## src/rtl/delay_mem_arbiter_if.sv

```systemverilog
`default_nettype none
// ============================================================================
//  Module   : axi4_if
//  Purpose  : Single-beat-capable AXI4 bundle between a master and a memory
//             controller, with master and slave views.
//  Revision : 1.0 - initial release
// ============================================================================
interface axi4_if #(
  parameter int ADDR_W = 32,
  parameter int DATA_W = 128,
  parameter int ID_W   = 4
);
  // Write address channel
  logic [ID_W-1:0]     awid;
  logic [ADDR_W-1:0]   awaddr;
  logic [7:0]          awlen;
  logic [2:0]          awsize;
  logic [1:0]          awburst;
  logic                awvalid;
  logic                awready;
  // Write data channel
  logic [DATA_W-1:0]   wdata;
  logic [DATA_W/8-1:0] wstrb;
  logic                wlast;
  logic                wvalid;
  logic                wready;
  // Write response channel
  logic [ID_W-1:0]     bid;
  logic [1:0]          bresp;
  logic                bvalid;
  logic                bready;
  // Read address channel
  logic [ID_W-1:0]     arid;
  logic [ADDR_W-1:0]   araddr;
  logic [7:0]          arlen;
  logic [2:0]          arsize;
  logic [1:0]          arburst;
  logic                arvalid;
  logic                arready;
  // Read data channel
  logic [ID_W-1:0]     rid;
  logic [DATA_W-1:0]   rdata;
  logic [1:0]          rresp;
  logic                rlast;
  logic                rvalid;
  logic                rready;

  modport master (
    output awid, awaddr, awlen, awsize, awburst, awvalid,
    input  awready,
    output wdata, wstrb, wlast, wvalid,
    input  wready,
    input  bid, bresp, bvalid,
    output bready,
    output arid, araddr, arlen, arsize, arburst, arvalid,
    input  arready,
    input  rid, rdata, rresp, rlast, rvalid,
    output rready
  );

  modport slave (
    input  awid, awaddr, awlen, awsize, awburst, awvalid,
    output awready,
    input  wdata, wstrb, wlast, wvalid,
    output wready,
    output bid, bresp, bvalid,
    input  bready,
    input  arid, araddr, arlen, arsize, arburst, arvalid,
    output arready,
    output rid, rdata, rresp, rlast, rvalid,
    input  rready
  );
endinterface
`default_nettype wire

```

## src/rtl/delay_mem_arbiter.sv

```systemverilog
`default_nettype none
// ============================================================================
//  Module   : delay_mem_arbiter
//  Purpose  : Round-robin arbiter funnelling single-beat read/write requests
//             from several delay-line cores onto one AXI4 master port, with
//             one transaction outstanding at a time.
//  Revision : 1.0 - initial release
// ============================================================================
module delay_mem_arbiter #(
  parameter int NR_OF_CLIENTS_P  = 2,
  parameter int MEM_ADDR_WIDTH_P = 32,
  parameter int MEM_DATA_WIDTH_P = 128,
  parameter int AXI4_ID_P        = 0,
  parameter int AXI4_ID_WIDTH_P  = 4
) (
  input  logic                                              clk,
  input  logic                                              rst_n,
  input  logic [NR_OF_CLIENTS_P-1:0]                        req,
  input  logic [NR_OF_CLIENTS_P-1:0]                        req_wr,
  input  logic [NR_OF_CLIENTS_P-1:0][MEM_ADDR_WIDTH_P-1:0]  req_addr,
  input  logic [NR_OF_CLIENTS_P-1:0][MEM_DATA_WIDTH_P-1:0]  req_wdata,
  output logic [NR_OF_CLIENTS_P-1:0]                        ack,
  output logic [MEM_DATA_WIDTH_P-1:0]                       rsp_rdata,
  output logic                                              sr_resp_err,
  axi4_if.master                                            mc
);

  localparam int                     IDX_W_C    = $clog2(NR_OF_CLIENTS_P);
  localparam logic [IDX_W_C:0]       NR_C       = (IDX_W_C+1)'(NR_OF_CLIENTS_P);
  localparam logic [IDX_W_C-1:0]     LAST_IDX_C = IDX_W_C'(NR_OF_CLIENTS_P - 1);
  localparam logic [2:0]             SIZE_C     = 3'($clog2(MEM_DATA_WIDTH_P/8));
  localparam logic [1:0]             INCR_C     = 2'b01;

  typedef enum logic [2:0] {
    ST_IDLE         = 3'd0,
    ST_WR_ADDR_DATA = 3'd1,
    ST_WR_RESP      = 3'd2,
    ST_RD_ADDR      = 3'd3,
    ST_RD_DATA      = 3'd4
  } state_t;

  state_t                        state_q;
  logic [IDX_W_C-1:0]            rr_ptr_q;
  logic [IDX_W_C-1:0]            idx_q;
  logic [MEM_ADDR_WIDTH_P-1:0]   addr_q;
  logic [MEM_DATA_WIDTH_P-1:0]   wdata_q;
  logic [MEM_DATA_WIDTH_P-1:0]   rdata_q;
  logic [NR_OF_CLIENTS_P-1:0]    ack_q;
  logic                          err_q;
  logic                          awvalid_q;
  logic                          wvalid_q;
  logic                          arvalid_q;
  logic                          rready_q;

  logic                          grant_vld_d;
  logic [IDX_W_C-1:0]            grant_idx_d;
  logic [IDX_W_C-1:0]            rr_ptr_d;
  logic [IDX_W_C:0]              cand;
  logic                          aw_done;
  logic                          w_done;

  // Pick the first requester at or after rr_ptr, wrapping past the last client
  always_comb begin
    grant_vld_d = 1'b0;
    grant_idx_d = '0;
    cand        = '0;
    for (int i = 0; i < NR_OF_CLIENTS_P; i++) begin
      cand = {1'b0, rr_ptr_q} + (IDX_W_C+1)'(i);
      if (cand >= NR_C) begin
        cand = cand - NR_C;
      end
      if (!grant_vld_d && req[cand[IDX_W_C-1:0]]) begin
        grant_vld_d = 1'b1;
        grant_idx_d = cand[IDX_W_C-1:0];
      end
    end
  end

  // Pointer value after the current client completes
  assign rr_ptr_d = (idx_q == LAST_IDX_C) ? '0 : idx_q + 1'b1;

  // A write channel is finished once its valid is gone or handshakes this cycle
  assign aw_done = !awvalid_q || mc.awready;
  assign w_done  = !wvalid_q  || mc.wready;

  // Arbitration and AXI sequencing; every output is registered here
  always_ff @(posedge clk or negedge rst_n) begin
    if (!rst_n) begin
      state_q   <= ST_IDLE;
      rr_ptr_q  <= '0;
      idx_q     <= '0;
      addr_q    <= '0;
      wdata_q   <= '0;
      rdata_q   <= '0;
      ack_q     <= '0;
      err_q     <= 1'b0;
      awvalid_q <= 1'b0;
      wvalid_q  <= 1'b0;
      arvalid_q <= 1'b0;
      rready_q  <= 1'b0;
    end else begin
      ack_q <= '0;
      case (state_q)
        ST_IDLE: begin
          // The ack cycle is skipped so the client just acked cannot be regranted
          // on the request it is still holding.
          if (grant_vld_d && (ack_q == '0)) begin
            idx_q  <= grant_idx_d;
            addr_q <= req_addr[grant_idx_d];
            if (req_wr[grant_idx_d]) begin
              wdata_q   <= req_wdata[grant_idx_d];
              awvalid_q <= 1'b1;
              wvalid_q  <= 1'b1;
              state_q   <= ST_WR_ADDR_DATA;
            end else begin
              arvalid_q <= 1'b1;
              state_q   <= ST_RD_ADDR;
            end
          end
        end
        ST_WR_ADDR_DATA: begin
          if (awvalid_q && mc.awready) awvalid_q <= 1'b0;
          if (wvalid_q && mc.wready)   wvalid_q  <= 1'b0;
          if (aw_done && w_done)       state_q   <= ST_WR_RESP;
        end
        ST_WR_RESP: begin
          if (mc.bvalid) begin
            ack_q[idx_q] <= 1'b1;
            if (mc.bresp != 2'b00) err_q <= 1'b1;
            rr_ptr_q <= rr_ptr_d;
            state_q  <= ST_IDLE;
          end
        end
        ST_RD_ADDR: begin
          if (mc.arready) begin
            arvalid_q <= 1'b0;
            rready_q  <= 1'b1;
            state_q   <= ST_RD_DATA;
          end
        end
        ST_RD_DATA: begin
          if (mc.rvalid) begin
            rdata_q      <= mc.rdata;
            rready_q     <= 1'b0;
            ack_q[idx_q] <= 1'b1;
            if (mc.rresp != 2'b00) err_q <= 1'b1;
            rr_ptr_q <= rr_ptr_d;
            state_q  <= ST_IDLE;
          end
        end
        default: state_q <= ST_IDLE;
      endcase
    end
  end

  assign ack         = ack_q;
  assign rsp_rdata   = rdata_q;
  assign sr_resp_err = err_q;

  assign mc.awid     = AXI4_ID_WIDTH_P'(AXI4_ID_P);
  assign mc.awaddr   = addr_q;
  assign mc.awlen    = 8'd0;
  assign mc.awsize   = SIZE_C;
  assign mc.awburst  = INCR_C;
  assign mc.awvalid  = awvalid_q;
  assign mc.wdata    = wdata_q;
  assign mc.wstrb    = '1;
  assign mc.wlast    = 1'b1;
  assign mc.wvalid   = wvalid_q;
  assign mc.bready   = 1'b1;
  assign mc.arid     = AXI4_ID_WIDTH_P'(AXI4_ID_P);
  assign mc.araddr   = addr_q;
  assign mc.arlen    = 8'd0;
  assign mc.arsize   = SIZE_C;
  assign mc.arburst  = INCR_C;
  assign mc.arvalid  = arvalid_q;
  assign mc.rready   = rready_q;

  // IDs and rlast carry no information for single-beat, single-outstanding traffic
  logic unused_ok;
  assign unused_ok = ^{mc.bid, mc.rid, mc.rlast};

endmodule
`default_nettype wire
```

## src/flat_wrapper.sv

```systemverilog
// flat-port wrapper written by rule: the top's interface ports become plain ports
module delay_mem_arbiter_flat 
#(
  parameter int NR_OF_CLIENTS_P  = 2,
  parameter int MEM_ADDR_WIDTH_P = 32,
  parameter int MEM_DATA_WIDTH_P = 128,
  parameter int AXI4_ID_P        = 0,
  parameter int AXI4_ID_WIDTH_P  = 4
)
  (clk, rst_n, req, req_wr, req_addr, req_wdata, ack, rsp_rdata, sr_resp_err, mc_awid, mc_awaddr, mc_awlen, mc_awsize, mc_awburst, mc_awvalid, mc_awready, mc_wdata, mc_wstrb, mc_wlast, mc_wvalid, mc_wready, mc_bid, mc_bresp, mc_bvalid, mc_bready, mc_arid, mc_araddr, mc_arlen, mc_arsize, mc_arburst, mc_arvalid, mc_arready, mc_rid, mc_rdata, mc_rresp, mc_rlast, mc_rvalid, mc_rready);
  axi4_if mc_i ();
  input  logic clk;
  input  logic rst_n;
  input  logic [NR_OF_CLIENTS_P-1:0] req;
  input  logic [NR_OF_CLIENTS_P-1:0] req_wr;
  input  logic [NR_OF_CLIENTS_P-1:0][MEM_ADDR_WIDTH_P-1:0] req_addr;
  input  logic [NR_OF_CLIENTS_P-1:0][MEM_DATA_WIDTH_P-1:0] req_wdata;
  output logic [NR_OF_CLIENTS_P-1:0] ack;
  output logic [MEM_DATA_WIDTH_P-1:0] rsp_rdata;
  output logic sr_resp_err;
  output wire logic [$bits(mc_i.awid)-1:0] mc_awid;
  output wire logic [$bits(mc_i.awaddr)-1:0] mc_awaddr;
  output wire logic [$bits(mc_i.awlen)-1:0] mc_awlen;
  output wire logic [$bits(mc_i.awsize)-1:0] mc_awsize;
  output wire logic [$bits(mc_i.awburst)-1:0] mc_awburst;
  output wire logic [$bits(mc_i.awvalid)-1:0] mc_awvalid;
  input wire logic [$bits(mc_i.awready)-1:0] mc_awready;
  output wire logic [$bits(mc_i.wdata)-1:0] mc_wdata;
  output wire logic [$bits(mc_i.wstrb)-1:0] mc_wstrb;
  output wire logic [$bits(mc_i.wlast)-1:0] mc_wlast;
  output wire logic [$bits(mc_i.wvalid)-1:0] mc_wvalid;
  input wire logic [$bits(mc_i.wready)-1:0] mc_wready;
  input wire logic [$bits(mc_i.bid)-1:0] mc_bid;
  input wire logic [$bits(mc_i.bresp)-1:0] mc_bresp;
  input wire logic [$bits(mc_i.bvalid)-1:0] mc_bvalid;
  output wire logic [$bits(mc_i.bready)-1:0] mc_bready;
  output wire logic [$bits(mc_i.arid)-1:0] mc_arid;
  output wire logic [$bits(mc_i.araddr)-1:0] mc_araddr;
  output wire logic [$bits(mc_i.arlen)-1:0] mc_arlen;
  output wire logic [$bits(mc_i.arsize)-1:0] mc_arsize;
  output wire logic [$bits(mc_i.arburst)-1:0] mc_arburst;
  output wire logic [$bits(mc_i.arvalid)-1:0] mc_arvalid;
  input wire logic [$bits(mc_i.arready)-1:0] mc_arready;
  input wire logic [$bits(mc_i.rid)-1:0] mc_rid;
  input wire logic [$bits(mc_i.rdata)-1:0] mc_rdata;
  input wire logic [$bits(mc_i.rresp)-1:0] mc_rresp;
  input wire logic [$bits(mc_i.rlast)-1:0] mc_rlast;
  input wire logic [$bits(mc_i.rvalid)-1:0] mc_rvalid;
  output wire logic [$bits(mc_i.rready)-1:0] mc_rready;
  assign mc_awid = mc_i.awid;
  assign mc_awaddr = mc_i.awaddr;
  assign mc_awlen = mc_i.awlen;
  assign mc_awsize = mc_i.awsize;
  assign mc_awburst = mc_i.awburst;
  assign mc_awvalid = mc_i.awvalid;
  assign mc_i.awready = mc_awready;
  assign mc_wdata = mc_i.wdata;
  assign mc_wstrb = mc_i.wstrb;
  assign mc_wlast = mc_i.wlast;
  assign mc_wvalid = mc_i.wvalid;
  assign mc_i.wready = mc_wready;
  assign mc_i.bid = mc_bid;
  assign mc_i.bresp = mc_bresp;
  assign mc_i.bvalid = mc_bvalid;
  assign mc_bready = mc_i.bready;
  assign mc_arid = mc_i.arid;
  assign mc_araddr = mc_i.araddr;
  assign mc_arlen = mc_i.arlen;
  assign mc_arsize = mc_i.arsize;
  assign mc_arburst = mc_i.arburst;
  assign mc_arvalid = mc_i.arvalid;
  assign mc_i.arready = mc_arready;
  assign mc_i.rid = mc_rid;
  assign mc_i.rdata = mc_rdata;
  assign mc_i.rresp = mc_rresp;
  assign mc_i.rlast = mc_rlast;
  assign mc_i.rvalid = mc_rvalid;
  assign mc_rready = mc_i.rready;
  delay_mem_arbiter #(.NR_OF_CLIENTS_P(NR_OF_CLIENTS_P), .MEM_ADDR_WIDTH_P(MEM_ADDR_WIDTH_P), .MEM_DATA_WIDTH_P(MEM_DATA_WIDTH_P), .AXI4_ID_P(AXI4_ID_P), .AXI4_ID_WIDTH_P(AXI4_ID_WIDTH_P)) u_core (.clk(clk), .rst_n(rst_n), .req(req), .req_wr(req_wr), .req_addr(req_addr), .req_wdata(req_wdata), .ack(ack), .rsp_rdata(rsp_rdata), .sr_resp_err(sr_resp_err), .mc(mc_i));
endmodule
```

## config.mk

```make
export PLATFORM = sky130hd
export DESIGN_NAME = delay_mem_arbiter_flat
export DESIGN_NICKNAME = d
export VERILOG_FILES = /design/src/rtl/delay_mem_arbiter_if.sv /design/src/rtl/delay_mem_arbiter.sv /design/src/flat_wrapper.sv
export SDC_FILE = /design/constraint.sdc
export NUM_CORES = 1
export LEC_CHECK = 0
export CAP_MARGIN = 15
export CORE_AREA = 4 4 333 335
export DETAILED_ROUTE_END_ITERATION = 7
export DIE_AREA = 0 0 337 339
export SLEW_MARGIN = 20
export SYNTH_ARGS = -nofsm -noshare
export SYNTH_HDL_FRONTEND = slang
export SYNTH_SLANG_ARGS = --single-unit
export TNS_END_PERCENT = 50
```

## constraint.sdc

```tcl
create_clock -name clk -period 2.6 [get_ports clk]
set_clock_uncertainty 0.2 [all_clocks]
set_input_delay 0.52 -clock clk [delete_from_list [all_inputs] [get_ports clk]]
set_output_delay 0.52 -clock clk [all_outputs]
set_load 0.05 [all_outputs]
```

* Yosys cells after proc, flatten, opt, wreduce, memory -nomap -nowiden *
Index checks and enable logic that the tools add are counted.

word-level totals
  flip-flop bits (word level) = 300
  input port bits = 472
  output and inout bits = 379
  word-level logic and storage cells = 117

cells by class
  $add $sub $neg = 4
  order comparisons = 7
  eq/ne operators = 15
  mux-type cells = 50
  reductions and logical operators = 29

operators with widths
  operator                                                                              count
  128-bit two-way mux                                                                   2
  32-bit two-way mux                                                                    2
  1-bit two-way mux                                                                     29
  3-bit two-way mux                                                                     5
  3-bit case mux with 5 select lines                                                    1
  2-bit by 1-bit != test with 1-bit output (second input constant)                      7
  1-bit case mux with 2 select lines                                                    6
  4-bit AND reduction                                                                   3
  2-bit nonzero test                                                                    6
  5-bit AND reduction                                                                   2
  3-bit AND reduction                                                                   3
  1-bit by 2-bit < comparator with 1-bit output (second input constant)                 4
  2-bit != test (second input constant)                                                 4
  3-bit by 2-bit == test with 1-bit output (second input constant)                      2
  1-bit logical AND                                                                     6
  2-bit two-way mux                                                                     3
  2-bit case mux with 2 select lines                                                    1
  2-bit AND reduction                                                                   2
  3-bit by 1-bit == test with 1-bit output (second input constant)                      1
  3-bit == test (second input constant)                                                 1
  1-bit logical NOT                                                                     3
  3-bit logical NOT                                                                     1
  1-bit by 1-bit adder with 2-bit output (second input constant)                        1
  1-bit by 2-bit greater-or-equal comparator with 1-bit output (second input constant)  1
  7 further kinds                                                                       9

* Logic depth before layout (Yosys ltp) *
Gate-level depths: netlist of the first run.

  word-level depth = 13
  mapped depth = 8
  mapped depth without buffers = 4

* Least setup slack after synthesis of the first run *
Ideal clock, no wire load.

  path kind = reg-to-reg
  start point = register u_core.state_q[0]
  end point = register u_core.wdata_q[84] (netlist: u_core.mc.wdata[84])
  library setup time = 125 ps
  arrival time = 2,142 ps
  required time = 2,275 ps
  setup slack = 133 ps
  cell stages (with the launch flop) = 9
  path buffers = 4
  clock period less this slack = 2,467 ps
  cells stage by stage = dfrtp_1 > buf_2 > or3_1 > or4_1 > clkbuf_1 > a21oi_2 > buf_6 > buf_6 > mux2_2

between the ends
  cells in the longest elaborated chain, start to end = 2

RTL lines
  what                           line                      source
  start: declaration             delay_mem_arbiter.sv:42   state_t state_q;
  start signal: assignment       delay_mem_arbiter.sv:89   state_q <= ST_IDLE;
  start signal: assignment       delay_mem_arbiter.sv:114  state_q <= ST_WR_ADDR_DATA;
  start signal: assignment       delay_mem_arbiter.sv:117  state_q <= ST_RD_ADDR;
  3-bit logical NOT              delay_mem_arbiter.sv:103  case (state_q)
  3-bit AND reduction (no line)  -
  end signal: assignment         delay_mem_arbiter.sv:111  wdata_q <= req_wdata[grant_idx_d];
  end: declaration               delay_mem_arbiter.sv:46   logic [MEM_DATA_WIDTH_P-1:0] wdata_q;

Every way passes these cells.
A chain may end at the register's enable or synchronous reset.

* Worst setup path in the final report of the first run *
  start point = register u_core.state_q[2]
  end point = register u_core.wdata_q[14] (netlist: u_core.mc.wdata[14])

Same word-level chain as after synthesis.

==> results of run 1 <==
routing by layer:
layer | global-route usage [%] | vias to the layer above | wire (µm)
li1 | - | 4946 | -
met1 | 12.89 | 5266 | 26070
met2 | 20.27 | 514 | 34070
met3 | 4.070 | 87 | 5960
met4 | 2.824 | 12 | 1593
met5 | 0 | - | 66
path summary, 6_finish.rpt:
path | endpoint | slack [ns]
worst max-delay path | u_core.mc.wdata[14]$_DFFE_PN0P_ | 0.07
max in group asynchronous | u_core.rsp_rdata[59]$_DFFE_PN0P_ | 1.13
worst min register to register | u_core.rsp_rdata[21]$_DFFE_PN0P_ | 0.28
worst min-delay path | u_core.mc.wdata[76]$_DFFE_PN0P_ | 0.22
worst max register to register | u_core.mc.wdata[14]$_DFFE_PN0P_ | 0.07
min in group clk | u_core.rsp_rdata[21]$_DFFE_PN0P_ | 0.28
area by class of cell:
class | count | area, µm² | area share (%)
sequential | 300 | 7507 | 30.64
multi-input combinational | 581 | 5434 | 22.18
antenna | 9 | 22.52 | 0.09191
clock inverter | 14 | 153.9 | 0.6280
timing repair buffer | 868 | 8528 | 34.80
tap | 1414 | 1769 | 7.220
inverter | 5 | 18.77 | 0.07659
clock buffer | 51 | 1071 | 4.371
kinds of logic (layout without fill, tap and decap cells):
family                 Yosys count  after routing  synth area share, %
and+or+nand+nor                 65             65                2.150
other                            2             61              0.05492
buffers and inverters          143            938                6.917
AOI/OAI and AO/OA               46             46                1.876
DFF                            300            300                54.89
muxes                          418            418                34.11
worst reg2reg max path: cells and delay by family, from the launching register on:
kind | cells | cell delay, ns
DFF | 1 | 0.37
and+or+nand+nor | 2 | 0.86
muxes | 1 | 0.35
AOI/OAI and AO/OA | 1 | 0.17
buffers and inverters | 2 | 0.46
registers in the layout, indices dropped and copies added, names as in the netlist:
| signal | flops |
|---|---|
| u_core.mc.wvalid | 1 |
| u_core.rsp_rdata | 128 |
| u_core.rr_ptr_q | 1 |
| u_core.ack | 2 |
| u_core.sr_resp_err | 1 |
| u_core.idx_q | 1 |
| u_core.mc.araddr | 32 |
| u_core.mc.rready | 1 |
| u_core.mc.wdata | 128 |
| u_core.mc.awvalid | 1 |
| u_core.mc.arvalid | 1 |
| u_core.state_q | 3 |
report_power, final:
group          total (mW)  internal (mW)  switching [mW]
Sequential           8.48           7.00            1.48
Combinational        19.7           6.79            13.0
Clock                5.31           3.18            2.13
Total                33.5           17.0            16.6
layout by cell type, fill, tap and decap left out, types with 8 or more instances in the layout:
cell	n
clkdlybuf4s50_1	689
mux2_1	103
buf_12	17
buf_4	129
diode_2	9
clkbuf_16	39
o21ai_0	9
mux2i_1	34
nand2_1	39
o21ai_1	27
dlygate4sd2_1	24
dfrtp_1	300
conb_1	52
mux2_2	281
clkinv_2	8
metrics by stage:
step	util [%]	hold WS, ns	instance area (µm²)	total power, mW
after floorplan	-	0.02441	13860	20.89
after global placement	21.52	0.2190	23260	28.70
after detailed placement	21.52	0.2199	23260	28.90
after CTS	22.63	0.1709	24460	34.32
after global routing	22.65	0.2087	24480	35.17
final	22.67	0.2215	24500	33.53
repair_timing:
action                                 in CTS  in global routing
endpoints found under the hold margin     110                  0
setup endpoints to repair                  26                  7
gates resized for setup                    24                  7
hold buffers                                1                  0
pin swaps                                   0                  0
==> flow_metrics.tcl, run 1 <==
set metrics [dict create \
    route.detailed.drc 0 \
    synthCells 974 \
    finalHoldViolations 0 \
    crit_slowest_cell "or4_4" \
    grt_pass1_wl_mm 91.76 \
    dp_cells 3167 \
    synth_area_um2 13680 \
    synthTopCellsByArea "dfrtp_1 (55%), mux2_2 (23%), mux2_1 (8.5%)" \
    syn_area_per_cell_um2 14.04 \
    async_reset_ff_share_pct 100.0 \
    io_buffers 789 \
    fmax_mhz 395.5 \
    tightest_slew_ns 0.6589 \
    die_h_um 339 \
    cap_violations 0 \
    synth_edf_count 0 \
    p_leak_nw 10.15 \
    r2r_start "u_core.state_q[2]$_DFFE_PN0P_" \
    fin_nets 2266 \
    path_class "flip-flop to flip-flop" \
    pre_cts_slack_ns -0.2949 \
    cts_setup_buffers 0 \
    grtUsageTotal_pct 11.38 \
    wl_per_cell_um 20.90 \
    path_cells "or3_1 > or4_4 > a21oi_4 > buf_12 > buf_4 > mux2_1" \
    hpwl_mm 58.26 \
    crit_required_ns 2.83 \
    row_count 121 \
    synth_largest_area_cell "dfrtp_1" \
    finalMaxSlewViolations 0 \
    arrival_ns 2.76 \
    die_area_um2 114200 \
    ir_drop_uv 799.3 \
    fin_tns_setup_ns 0 \
    htreeDepth 2 \
    power_density_nw_per_um2 1368 \
    final_layout_size_suffix_gt1_share_pct 26.94 \
    critPathMaxFanout 14 \
    die-width_um 337 \
    cp-start-kind "flip-flop" \
    synth_ff_type "dfrtp_1" \
    period_minus_slack_ns 2.528 \
    drtPass1Iterations 4 \
    synth_cell_types 30 \
    crit_path_max_incr_delay_ns 0.45 \
    synth.most_common_cell "dfrtp_1" \
    setup-violations-final 0 \
    hp-class "input pin to asynchronous set/reset pin" \
    ys_top_cells_by_count "dfrtp_1 (300), mux2_2 (281), mux2_1 (103)" \
    fillers 11670 \
    antenna_found_initial 25 \
    yosysSeqAreaShare_pct 54.89 \
    vias 10830 \
    cts_buffers 38 \
    insertion_delay_ns 0.55 \
    routabilityCongestion 0.8100 \
    cp.depth 6 \
    synth-seq-cells 300 \
    ant_nets 0 \
    area_growth_pct 79.19 \
    setup.worst_path.start "u_core.state_q[2]$_DFFE_PN0P_" \
    cts_buffer_depth 3 \
    path_clk_slew_ns 0.06 \
    first_global_vias 11600 \
    cts_root_buffer "clkbuf_16" \
    pin_count 851 \
    final_cells 3242 \
    ys_warn_count 0 \
    start_util_pct 12.65 \
    slew_headroom_pct 56.25 \
    first_iter_violations 261 \
    r2r_cells 6 \
    period_share_pct 97.24 \
    critPathBufInv 2 \
    critPathTopFamily "simple AND/OR/NAND/NOR gates" \
    grt_max_degree 85 \
    core_area_um2 108100 \
    tritoncts "yes" \
    cp-end-kind "flip-flop" \
    overflow 0 \
    wirelength_mm 67.76 \
    clock_sinks 300 \
    rsz0062_at_grt "false" \
    status "complete, no violations" \
    setup_slack_ns 0.07171 \
    synth_top_cell_area_share_pct 54.89 \
    vias_per_cell 3.339 \
]
No activity file was read; power rests on OpenSTA's default activity.
==> run 2: changes to the inputs <==
- MAX_ROUTING_LAYER: not set -> met4
==> run 2 against run 1 <==
  * Die area is the same
  * Core utilization about the same
  * Critical path depth fell by 5
  * Largest power group unchanged
  * Cell count grew 0.34%
  * Global-route usage rose by 0.33 points
  * Cell area about the same
  * Clock power about the same
  * Wire length fell by 0.14%
==> flow_metrics.tcl, run 2 (synthesized netlist as in run 1, its figures left out) <==
set metrics [dict create \
    ant_nets 0 \
    period_minus_slack_ns 2.528 \
    clock_sinks 300 \
    first_iter_violations 266 \
    path_clk_slew_ns 0.05 \
    grt_max_degree 85 \
    layout_commonest_cell "clkdlybuf4s50_1" \
    wl_per_cell_um 20.80 \
    p_leak_nw 10.13 \
    vias 10830 \
    post-route-util_pct 22.69 \
    area_growth_pct 79.35 \
    wirelength_mm 67.67 \
    grt_pass1_wl_mm 91.40 \
    slew_headroom_pct 56.15 \
    finalHoldViolations 0 \
    start_util_pct 12.65 \
    htreeDepth 2 \
    critPathTopFamily "buffers and inverters" \
    setup-violations-final 0 \
    crit_path_max_incr_delay_ns 0.90 \
    ir_drop_uv 801.0 \
    finalMaxSlewViolations 0 \
    fin_nets 2266 \
    pin_count 851 \
    drtPass1Iterations 4 \
    stdcell_area_um2 24530 \
    critPathBufInv 1 \
    io_buffers 789 \
    crit_slowest_cell "clkdlybuf4s50_1" \
    routabilityCongestion 0.8219 \
    status "complete, no violations" \
    power_density_nw_per_um2 1367 \
    final_layout_size_suffix_gt1_share_pct 26.94 \
    core_area_um2 108100 \
    rsz0062_at_grt "false" \
    tightest_slew_ns 0.6604 \
    cap_violations 0 \
    cts_buffers 38 \
    hpwl_mm 58.26 \
    fmax_mhz 395.6 \
    path_class "flip-flop to primary output" \
    cts_buffer_depth 3 \
    overflow 0 \
    die_area_um2 114200 \
    cts_setup_buffers 0 \
    placed_area_um2 23260 \
    die-width_um 337 \
    period_share_pct 97.21 \
    hp-class "input pin to asynchronous set/reset pin" \
    antenna_found_initial 27 \
    final_cell_mix "clkdlybuf4s50_1 (691), dfrtp_1 (300), mux2_2 (281)" \
    die_h_um 339 \
    critPathMaxFanout 2 \
    grtUsageTotal_pct 11.71 \
    row_count 121 \
    crit_required_ns 1.88 \
    cp-end-kind "primary output" \
    insertion_delay_ns 0.55 \
    path_cells "clkdlybuf4s50_1" \
    cp-start-kind "flip-flop" \
    p_total_mw 33.52 \
    cts_root_buffer "clkbuf_16" \
    route.detailed.drc 0 \
    arrival_ns 1.81 \
    fin_tns_setup_ns 0 \
    vias_per_cell 3.330 \
    tritoncts "yes" \
    first_global_vias 11650 \
]
[run 2: cell types whose count changed in the layout (fill, tap and decap cells not counted)]
cell / before / now
clkdlybuf4s50_1: 689 / 691
dlymetal6s2s_1: 7 / 5
diode_2: 9 / 20
[run 2: power breakdown]
group | switching [mW] | internal [mW] | total [mW] | leakage [nW]
logic | 13.0 | 6.79 | 19.7 | 5.90
clock network | 2.13 | 3.18 | 5.31 | 0.603
registers | 1.47 | 7.00 | 8.47 | 3.63
[run 2: what timing repair did]
item,in CTS,in global routing
pin swaps,0,0
gates resized for setup,24,5
hold endpoints to repair,110,0
hold buffers,1,0
setup endpoints to repair,26,5
[run 2: layout make-up]
cell class                      count  area (µm²)
Tap cell                         1414        1769
Inverter                            5       18.77
Timing Repair Buffer              868        8523
Antenna cell                       20       50.05
Sequential cell                   300        7507
Multi-Input combinational cell    581        5434
Clock inverter                     14       153.9
Fill cell                       11670       83570
Clock buffer                       51        1071
[run 2: per-stage QoR]
stage          cells  hold WS (ns)  worst slack (ns)
6_report        3253        0.2148           0.07246
4_1_cts         3233        0.1709          0.002675
3_5_place_dp    3167        0.2199           -0.2949
3_3_place_gp    3167        0.2190           -0.2772
2_1_floorplan   1024       0.02441            0.1331
5_1_grt         3245        0.2082        0.00001887
[run 2: metal layers]
metal  global-route usage, %  vias to the layer above  wire length, µm
li1                        -                     4965                -
met1                   12.91                     5271            26190
met2                   20.28                      522            34070
met3                   3.985                       76             5827
met4                   2.824                        0             1576
met5                       -                        -                0
[run 2: path summary, 6_finish.rpt]
path	start	endpoint	slack, ns	cells after the start
worst max register to register	u_core.state_q[2]$_DFFE_PN0P_	u_core.mc.wdata[14]$_DFFE_PN0P_	0.08	6
min in group clk	u_core.rsp_rdata[21]$_DFFE_PN0P_	u_core.rsp_rdata[21]$_DFFE_PN0P_	0.28	1
worst min register to register	u_core.rsp_rdata[21]$_DFFE_PN0P_	u_core.rsp_rdata[21]$_DFFE_PN0P_	0.28	1
worst max-delay path	u_core.rsp_rdata[121]$_DFFE_PN0P_	rsp_rdata[121]	0.07	1
max in group asynchronous	rst_n	u_core.rsp_rdata[59]$_DFFE_PN0P_	1.13	3
worst min-delay path	rst_n	u_core.mc.wdata[98]$_DFFE_PN0P_	0.21	2
